===== config.mk =====
export PLATFORM = sky130hd
export DESIGN_NAME = pfd_charge_pump
export DESIGN_NICKNAME = d
export VERILOG_FILES = /design/src/rtl/pfd_charge_pump.sv
export SDC_FILE = /design/constraint.sdc
export NUM_CORES = 1
export LEC_CHECK = 0
export CAP_MARGIN = 20
export CORE_MARGIN = 5
export CORE_UTILIZATION = 45
export CTS_BUF_LIST = sky130_fd_sc_hd__clkbuf_16
export DETAILED_ROUTE_END_ITERATION = 7
export PLACE_DENSITY = 0.7
export SKIP_CTS_REPAIR_TIMING = 1
export SYNTH_ARGS = -nofsm -noshare
export SYNTH_HDL_FRONTEND = slang
export SYNTH_SLANG_ARGS = --single-unit

===== constraint.sdc =====
create_clock -name clk -period 2.5 [get_ports clk]
set_input_delay 0.375 -clock clk [delete_from_list [all_inputs] [get_ports clk]]
set_output_delay 0.375 -clock clk [all_outputs]
set_load 0.01 [all_outputs]

===== src/rtl/pfd_charge_pump.sv =====
// ---------------------------------------------------------------------------
// pfd_charge_pump
//   Phase-frequency detector and charge pump for the digital PLL model.
//   Rising edges of the reference clock are compared against rising edges of
//   the divided VCO feedback clock. The module drives a signed current towards
//   the loop filter and reports the up/down pulses, the width of the last
//   completed pulse and a lock indicator.
//
// Ports
//   clk                  in   1      system clock, all logic on the rising edge
//   reset                in   1      asynchronous, active-high reset
//   enable               in   1      1 = detector active, 0 = forced IDLE
//   ref_in               in   1      reference clock, asynchronous to clk
//   fb_in                in   1      feedback clock, asynchronous to clk
//   output_current_real  out  CUR_W  signed charge-pump current
//   up                   out  1      high while in UP
//   dn                   out  1      high while in DN
//   pulse_width          out  16     width of the last completed pulse (cycles)
//   lock                 out  1      phase lock indicator
// ---------------------------------------------------------------------------
module pfd_charge_pump #(
  parameter int          CUR_W      = 24,
  parameter int unsigned I_UP       = 32'd2048,
  parameter int unsigned I_DN       = 32'd2048,
  parameter int          RST_CYCLES = 2,
  parameter int          LOCK_WIN   = 4,
  parameter int          LOCK_CNT   = 8
) (
  input  logic                    clk,
  input  logic                    reset,
  input  logic                    enable,
  input  logic                    ref_in,
  input  logic                    fb_in,
  output logic signed [CUR_W-1:0] output_current_real,
  output logic                    up,
  output logic                    dn,
  output logic [15:0]             pulse_width,
  output logic                    lock
);

  // Current magnitudes clipped to the representable two's complement range.
  localparam longint MAX_POS = (64'sd1 <<< (CUR_W - 1)) - 64'sd1;
  localparam longint NEG_MAG = (64'sd1 <<< (CUR_W - 1));
  localparam longint UP_MAG  = (longint'(I_UP) > MAX_POS) ? MAX_POS : longint'(I_UP);
  localparam longint DN_MAG  = (longint'(I_DN) > NEG_MAG) ? NEG_MAG : longint'(I_DN);
  localparam logic signed [CUR_W-1:0] CUR_UP   = CUR_W'(UP_MAG);
  localparam logic signed [CUR_W-1:0] CUR_DN   = CUR_W'(-DN_MAG);
  localparam logic signed [CUR_W-1:0] CUR_ZERO = CUR_W'(64'sd0);

  localparam logic [15:0] RST_LAST   = 16'(RST_CYCLES - 1);
  localparam logic [15:0] LOCK_WIN_W = 16'(LOCK_WIN);
  localparam logic [15:0] LOCK_TGT   = 16'(LOCK_CNT);

  typedef enum logic [1:0] {
    ST_IDLE = 2'd0,
    ST_UP   = 2'd1,
    ST_DN   = 2'd2,
    ST_RST  = 2'd3
  } state_t;

  // Saturating 16-bit increment used by the width and lock counters.
  function automatic logic [15:0] sat_inc16(input logic [15:0] v);
    if (v == 16'hFFFF) begin
      return v;
    end else begin
      return v + 16'd1;
    end
  endfunction

  // Input synchronisers and edge-detect delay flops.
  logic ref_sync1_r, ref_sync2_r, ref_dly_r;
  logic fb_sync1_r, fb_sync2_r, fb_dly_r;
  logic ref_edge_s, fb_edge_s;

  // Control state.
  state_t      state_r, state_next_s;
  logic [15:0] rst_cnt_r;
  logic [15:0] width_cnt_r;
  logic [15:0] width_meas_s;
  logic [15:0] lock_cnt_r, lock_cnt_next_s;
  logic        lock_next_s;
  logic        rst_entry_s;
  logic        in_window_s;

  // Registered outputs.
  logic signed [CUR_W-1:0] current_r, current_next_s;
  logic                    up_r, dn_r, lock_r;
  logic [15:0]             pulse_width_r;

  // Two-flop synchroniser plus delay flop for each asynchronous clock input.
  always_ff @(posedge clk or posedge reset) begin
    if (reset) begin
      ref_sync1_r <= 1'b0;
      ref_sync2_r <= 1'b0;
      ref_dly_r   <= 1'b0;
      fb_sync1_r  <= 1'b0;
      fb_sync2_r  <= 1'b0;
      fb_dly_r    <= 1'b0;
    end else begin
      ref_sync1_r <= ref_in;
      ref_sync2_r <= ref_sync1_r;
      ref_dly_r   <= ref_sync2_r;
      fb_sync1_r  <= fb_in;
      fb_sync2_r  <= fb_sync1_r;
      fb_dly_r    <= fb_sync2_r;
    end
  end

  assign ref_edge_s = ref_sync2_r & ~ref_dly_r;
  assign fb_edge_s  = fb_sync2_r & ~fb_dly_r;

  // Next-state decode of the detector FSM.
  always_comb begin
    state_next_s = state_r;
    if (!enable) begin
      state_next_s = ST_IDLE;
    end else begin
      case (state_r)
        ST_IDLE: begin
          if (ref_edge_s && fb_edge_s) begin
            state_next_s = ST_RST;
          end else if (ref_edge_s) begin
            state_next_s = ST_UP;
          end else if (fb_edge_s) begin
            state_next_s = ST_DN;
          end else begin
            state_next_s = ST_IDLE;
          end
        end
        ST_UP: begin
          if (fb_edge_s) begin
            state_next_s = ST_RST;
          end else begin
            state_next_s = ST_UP;
          end
        end
        ST_DN: begin
          if (ref_edge_s) begin
            state_next_s = ST_RST;
          end else begin
            state_next_s = ST_DN;
          end
        end
        ST_RST: begin
          // Edges seen here are deliberately ignored: this is the dead zone.
          if (rst_cnt_r >= RST_LAST) begin
            state_next_s = ST_IDLE;
          end else begin
            state_next_s = ST_RST;
          end
        end
        default: begin
          state_next_s = ST_IDLE;
        end
      endcase
    end
  end

  // Width measured up to and including the current cycle; 0 outside a pulse.
  always_comb begin
    width_meas_s = 16'd0;
    case (state_r)
      ST_UP, ST_DN: width_meas_s = sat_inc16(width_cnt_r);
      default:      width_meas_s = 16'd0;
    endcase
  end

  assign rst_entry_s = (state_next_s == ST_RST) && (state_r != ST_RST);
  assign in_window_s = (width_meas_s <= LOCK_WIN_W);

  // Lock streak update on each completed comparison.
  always_comb begin
    lock_cnt_next_s = lock_cnt_r;
    lock_next_s     = lock_r;
    if (!enable) begin
      lock_cnt_next_s = 16'd0;
      lock_next_s     = 1'b0;
    end else if (rst_entry_s) begin
      if (in_window_s) begin
        if (lock_cnt_r >= LOCK_TGT) begin
          lock_cnt_next_s = LOCK_TGT;
        end else begin
          lock_cnt_next_s = lock_cnt_r + 16'd1;
        end
        lock_next_s = (lock_cnt_next_s >= LOCK_TGT);
      end else begin
        lock_cnt_next_s = 16'd0;
        lock_next_s     = 1'b0;
      end
    end else begin
      lock_cnt_next_s = lock_cnt_r;
      lock_next_s     = lock_r;
    end
  end

  // Charge-pump current selected from the state being entered so it
  // changes on the same edge as the state register.
  always_comb begin
    current_next_s = CUR_ZERO;
    case (state_next_s)
      ST_UP:   current_next_s = CUR_UP;
      ST_DN:   current_next_s = CUR_DN;
      default: current_next_s = CUR_ZERO;
    endcase
  end

  // State register and dead-zone timer.
  always_ff @(posedge clk or posedge reset) begin
    if (reset) begin
      state_r   <= ST_IDLE;
      rst_cnt_r <= 16'd0;
    end else begin
      state_r <= state_next_s;
      if ((state_r == ST_RST) && (state_next_s == ST_RST)) begin
        rst_cnt_r <= rst_cnt_r + 16'd1;
      end else begin
        rst_cnt_r <= 16'd0;
      end
    end
  end

  // Pulse width counter and the recorded width of the last comparison.
  always_ff @(posedge clk or posedge reset) begin
    if (reset) begin
      width_cnt_r   <= 16'd0;
      pulse_width_r <= 16'd0;
    end else begin
      if ((state_next_s == ST_UP) || (state_next_s == ST_DN)) begin
        width_cnt_r <= width_meas_s;
      end else begin
        width_cnt_r <= 16'd0;
      end
      if (rst_entry_s) begin
        pulse_width_r <= width_meas_s;
      end else begin
        pulse_width_r <= pulse_width_r;
      end
    end
  end

  // Lock streak counter and lock flag.
  always_ff @(posedge clk or posedge reset) begin
    if (reset) begin
      lock_cnt_r <= 16'd0;
      lock_r     <= 1'b0;
    end else begin
      lock_cnt_r <= lock_cnt_next_s;
      lock_r     <= lock_next_s;
    end
  end

  // Registered current and up/dn decodes.
  always_ff @(posedge clk or posedge reset) begin
    if (reset) begin
      current_r <= CUR_ZERO;
      up_r      <= 1'b0;
      dn_r      <= 1'b0;
    end else begin
      current_r <= current_next_s;
      up_r      <= (state_next_s == ST_UP);
      dn_r      <= (state_next_s == ST_DN);
    end
  end

  assign output_current_real = current_r;
  assign up                  = up_r;
  assign dn                  = dn_r;
  assign pulse_width         = pulse_width_r;
  assign lock                = lock_r;

endmodule


# ---- Word level (Yosys, flattened, before mapping)
# Cells that the tools add are included.
dict set report totals {
  register_bits 99
  output_inout_bits 43
  elab_cells 64
}
dict set report classes {
  n_addsub 3
  n_lt_le_gt_ge 4
  n_eq_ne 9
  n_mux 23
  bitwise_logic 4
  reduce_logical 6
}
# operator count
set op_table {}
lappend op_table {{two-way mux 16 bit} 11}
lappend op_table {{adder 16 x 1 -> 16 bit, second input constant} 3}
lappend op_table {{case mux 24 bit (2 select lines)} 1}
lappend op_table {{greater-or-equal comparator 16 x 4 -> 1 bit, second input constant} 2}
lappend op_table {{equality test 16 bit, second input constant} 1}
lappend op_table {{greater-or-equal comparator 16 x 1 -> 1 bit, second input constant} 1}
lappend op_table {{less-or-equal comparator 16 x 3 -> 1 bit, second input constant} 1}
lappend op_table {{two-way mux 2 bit} 6}
lappend op_table {{equality test 2 bit, second input constant} 4}
lappend op_table {{case mux 2 bit (4 select lines)} 1}
lappend op_table {{equality test 2 x 1 -> 1 bit, second input constant} 2}
lappend op_table {{two-way mux 1 bit} 4}
lappend op_table {{logical AND 1 bit} 3}
lappend op_table {{bitwise AND 1 bit} 2}
lappend op_table {{zero test 2 bit} 1}
lappend op_table {{!= test 2 x 1 -> 1 bit, second input constant} 1}
lappend op_table {{!= test 2 bit, second input constant} 1}
lappend op_table {{inverter 1 bit} 2}
lappend op_table {{OR reduction 2 bit} 1}
lappend op_table {{logical OR 1 bit} 1}

# ---- Longest topological paths before layout
dict set report logic_depth {
  word_depth 15
  mapped_depth 15
}

# ---- Least setup slack after synthesis
# OpenSTA, ideal clock, no wires.
dict set report synth_path {
  path_kind {reg-to-reg}
  startpoint {reg rst_cnt_r[14]}
  endpoint {reg lock_cnt_r[0]}
  setup_time_ns 0.074
  arrival_ns 2.547
  setup_slack_ns -0.121
  stages_incl_launch_ff 13
  n_path_buf 0
  path_cell_list {dfrtp_1 > or4_1 > nor4_1 > nor2_1 > o21ai_0 > nand2_1 > inv_1 > ha_1 > nor2b_1 > and3_1 > nand3_1 > or3_4 > o21ai_2}
}
dict set report synth_via {
  elab_chain_cells 7
}
# item line_no
set synth_rtl {}
lappend synth_rtl {{start, declared} 77} ;# logic [15:0] rst_cnt_r;
lappend synth_rtl {{start signal, assigned} 215} ;# rst_cnt_r <= rst_cnt_r + 16'd1;
lappend synth_rtl {{greater-or-equal comparator 16 x 1 -> 1 bit} 146} ;# if (rst_cnt_r >= RST_LAST) begin
lappend synth_rtl {{two-way mux 2 bit} 146}
lappend synth_rtl {{case mux 2 bit (4 select lines)} 118} ;# case (state_r)
lappend synth_rtl {{two-way mux 2 bit} 115} ;# if (!enable) begin
lappend synth_rtl {{net state_next_s[0]} 76} ;# state_t state_r, state_next_s;
lappend synth_rtl {{equality test 2 bit} 168} ;# assign rst_entry_s = (state_next_s == ST_RST) && (state_r != ST_RST);
lappend synth_rtl {{logical AND 1 bit} 168}
lappend synth_rtl {{!= test 2 x 1 -> 1 bit (no source line)} -}
lappend synth_rtl {{end signal, assigned} 247} ;# lock_cnt_r <= lock_cnt_next_s;
lappend synth_rtl {{end, declared} 80} ;# logic [15:0] lock_cnt_r, lock_cnt_next_s;
# The timed path passes the listed nets, and every way through them passes these cells.
# A chain may end at the register's enable or synchronous reset.

# ---- Final worst setup path
# Ends and elaborated chain as after synthesis.

==> summary.md <==
| Metric | Value |
|---|---|
| Comb pwr share | 5.8% |
| Initial cell density of the core | 45.6% |
| Cts bufs inserted | 9 |
| Mux contribution to synthesized area | 1.12% |
| Tcrit/Tclk final | 105% |
| Reg2Reg Setup Slack | -0.11 ns |
| Worst endpoint data arrival time | 2.87 ns |
| Post-synthesis compound-gate area fraction | 8.18% |
| Failing checks | setup timing |
| Leak Pwr | 0.00226 uW |
| Vias | 2875 |
| Mapped Area | 0.00369 sq mm |
| Dpl hpwl | 5810 microns |
| HP Class | in2async |
| Worst-path clk slew | 0.06 ns |
| WP buf/inv | 1 |
| Synth Warn # | 0 |
| Seq pwr share | 46.3% |
| Post-synth top area share | 51.6% |
| Antenna Diode Count | 0 |
| Cells after Synth | 365 |
| Area delta synth->final | 32.7% |
| I/O Pins | 48 |
| Initial drt markers | 133 |
| Dominant delay contributor by cell family on the critical path | simple AND/OR/NAND/NOR gates |
| CP max stage cell | or4_4 |
| Cell Chain, Critical Path | or4_4, nor4_4, nor2_1, o21ai_1, nand2_1, inv_2, ha_4, nor2b_4, and3_1, nand3_2, or3_4, o21ai_2 |
| Pwr Total | 2700 uW |
| Largest net degree at the start of global routing | 37 |
| Routed Antenna Nets | 0 |
| Tmin final | 2.61 ns |
| Routability cong. | 0.920 |
| Core area | 0.00809 sq mm |
| CTS tree | built |
| Die span in y | 101 microns |
| Drt total wl | 8270 microns |
| Max-slew violation count | 0 |
| Fraction of layout cells with a size suffix above 1 | 25.1% |
| Post-synth EDFFs | 0 |
| Status | complete, but fails checks |
| Clk sinks | 76 |
| Nets | 468 |
| Psw | 611 uW |
| Synth Area in Simple Gates | 22.0% |
| Crit start category | register |
| Pwr/cell area | 552 mW/mm^2 |
| Post-synthesis xor/xnor area fraction | 5.46% |
| Skew final | 0.00644 ns |
| Placed Area | 0.00447 sq mm |
| Crit Path Max Fanout | 3 |
| Max_cap viols | 0 |
| Worst r2r dst | lock_cnt_r[0]$_DFFE_PP0P_ |
| Initial antenna violation count | 0 |
| First-pass DRT Iterations | 4 |
| Post-Synth Adder-Cell Area | 4.41% |
| H-tree depth | 3 |
| Setup CP Type | reg2reg |
| Filler cells | 690 |
| Met3 routed wirelength | 405 microns |
| Met1 Wirelength | 3760 microns |
| Main combinational cell family by area after synthesis | simple AND/OR/NAND/NOR gates |
| Drt drc | 0 |
| Endpoints failing setup | 4 |
| Clock root buffer | clkbuf_16 |
| Critical Path Sink Type | register |
| FP Rows | 33 |
| Post-route setup TNS | -0.249 ns |
| Syn avg cell area | 10.1 sq um |
| Vias in the first global route | 2893 |
| Primary FF master, synth | dfrtp_1 |
| Top cells by area, synth | dfrtp_1 52%, buf_4 4.7%, ha_1 4.4% |
| Reg2reg path depth | 12 |
| Final worst slack | -0.113 ns |
| Routed len/inst | 14.8 microns |
| Worst EP required | 2.76 ns |
| Metal2 WL | 3960 microns |
| Fin area | 0.00489 sq mm |
| Highest clock rate | 383 MHz |
| Via density | 5.13 |
| Clock Path Buffers | 2 |
| Total track usage | 17.2% |
| Unique masters post-synth | 50 |
| RSZ-0062 raised after global routing | true |
| DIE WIDTH | 101 microns |
| Yosys reg bits | 76 |
| Critical R2R Launch | rst_cnt_r[14]$_DFF_PP0_ |
| Top routing layer in use | met4 |
| Global-route wire length before repair | 13700 microns |
| Largest stage delay, worst path | 0.55 ns |
| Latest clock arrival within the worst-skew pair | 0.33 ns |
| IO buf count | 36 |
| Die area | 0.0101 sq mm |
| Gr ovfl total | 0 |
| Power Internal | 2090 uW |
| Switching share of power | 22.6% |
| Yosys top cell by area | dfrtp_1 |
| Clock power frac | 47.9% |
| Final hold slack | 0.258 ns |
| Fin. Hold Viols | 0 |
| VDD IR max | 0.000335 V |
| Post-synthesis async set-or-reset flop share | 100% |
| Seq/Total Area, Yosys | 51.6% |
Yosys cell counts (2+ instances only):
cell type,instances
or3_1,2
a21oi_1,5
xor2_1,14
nand2b_1,5
and3_1,22
dfrtp_1,76
and2_1,2
o21ai_2,2
buf_4,23
clkbuf_1,9
nand4_1,6
o21ai_0,20
nor2_1,42
a31o_2,3
nor4_1,6
nand3_1,18
xnor2_1,9
inv_1,14
nor3_1,6
a21o_1,2
o211ai_1,3
mux2i_1,3
nand2_1,32
nor3b_1,2
ha_1,13
a22o_1,2
per-stage QoR:
step                      util, %  setup WS, ns  std cells
final                        60.5        -0.113        560
after floorplan                 -        0.0109        375
after global placement       55.3       -0.0121        539
after detailed placement     55.3        -0.161        539
after CTS                    59.0        -0.179        555
after global routing         60.5        -0.258        560
power by group through the flow:
stage | clock, uW | sequential (uW) | combinational (uW)
floorplan | 0 | 1280 | 91.0
global placement | 0 | 1270 | 145
detailed placement | 0 | 1270 | 148
CTS | 1320 | 1250 | 148
global route | 1380 | 1250 | 173
finish | 1290 | 1250 | 157
kinds of logic (layout without fill, tap and decap cells):
family	count (synthesis)	after routing
xor+xnor	23	23
buf+inv	47	127
other cells	1	11
flops	76	76
fa+ha+maj	13	13
compound gates	46	46
simple gates	155	155
mux	4	4
area by class of cell:
| type | count | area [sq um] | area share [%] |
|---|---|---|---|
| clock buffers | 9 | 225 | 4.60 |
| clock inverters | 7 | 75.1 | 1.53 |
| inverters | 14 | 52.6 | 1.07 |
| multi-input cells | 252 | 1660 | 33.9 |
| flip-flops and latches | 76 | 1900 | 38.9 |
| well taps | 105 | 131 | 2.68 |
| repair buffers | 97 | 850 | 17.4 |
sequential cells by signal (all words and copies together) (netlist names), 2 cells and up:
register / flops
lock_cnt_r: 16
state_r: 2
width_cnt_r: 16
pulse_width: 16
rst_cnt_r: 16
cells in the final DEF, fill, tap and decap left out, types with 3 or more instances in the layout:
master           count
nand2_1             30
xor2_1              14
and3_1              22
clkdlybuf4s50_1     36
nor3_1               6
dfrtp_1             76
o21ai_0             10
clkinvlp_4           3
a21oi_1              3
nand3_1             17
conb_1              11
nand2b_1             4
mux2i_1              3
buf_6                5
clkbuf_16            9
ha_1                11
inv_2                4
nor2_2               3
nor4_2               3
buf_4               55
inv_1               10
o211ai_1             3
xnor2_1              9
o21ai_2              3
nor2_1              39
a31o_2               3
nor4_1               3
nand4_1              6
o21ai_1              9
per-layer routing:
metal	up-vias	GRT usage [%]
li1	1392	-
met1	1394	23.6
met2	76	26.5
met3	13	4.01
met4	0	6.94
met5	-	0
worst max path at each step:
stage                                      to  slack [ns]  cells after the start                      from
detailed placement  lock_cnt_r[0]$_DFFE_PP0P_       -0.16                     14      state_r[0]$_DFF_PP0_
floorplan           lock_cnt_r[0]$_DFFE_PP0P_        0.01                      8  width_cnt_r[0]$_DFF_PP0_
global route        lock_cnt_r[0]$_DFFE_PP0P_       -0.26                     14      state_r[0]$_DFF_PP0_
CTS                 lock_cnt_r[0]$_DFFE_PP0P_       -0.18                     14      state_r[0]$_DFF_PP0_
global placement    lock_cnt_r[0]$_DFFE_PP0P_       -0.01                      8  width_cnt_r[0]$_DFF_PP0_
finish              lock_cnt_r[0]$_DFFE_PP0P_       -0.11                     12   rst_cnt_r[14]$_DFF_PP0_
worst reg2reg max path: cells and delay by family, from the launching register on:
family          cells  cell delay, ns
simple gates        8            1.70
fa+ha+maj           1            0.13
compound gates      2            0.24
flops               1            0.38
buf+inv             1            0.09
No activity file was read; power rests on OpenSTA's default activity.
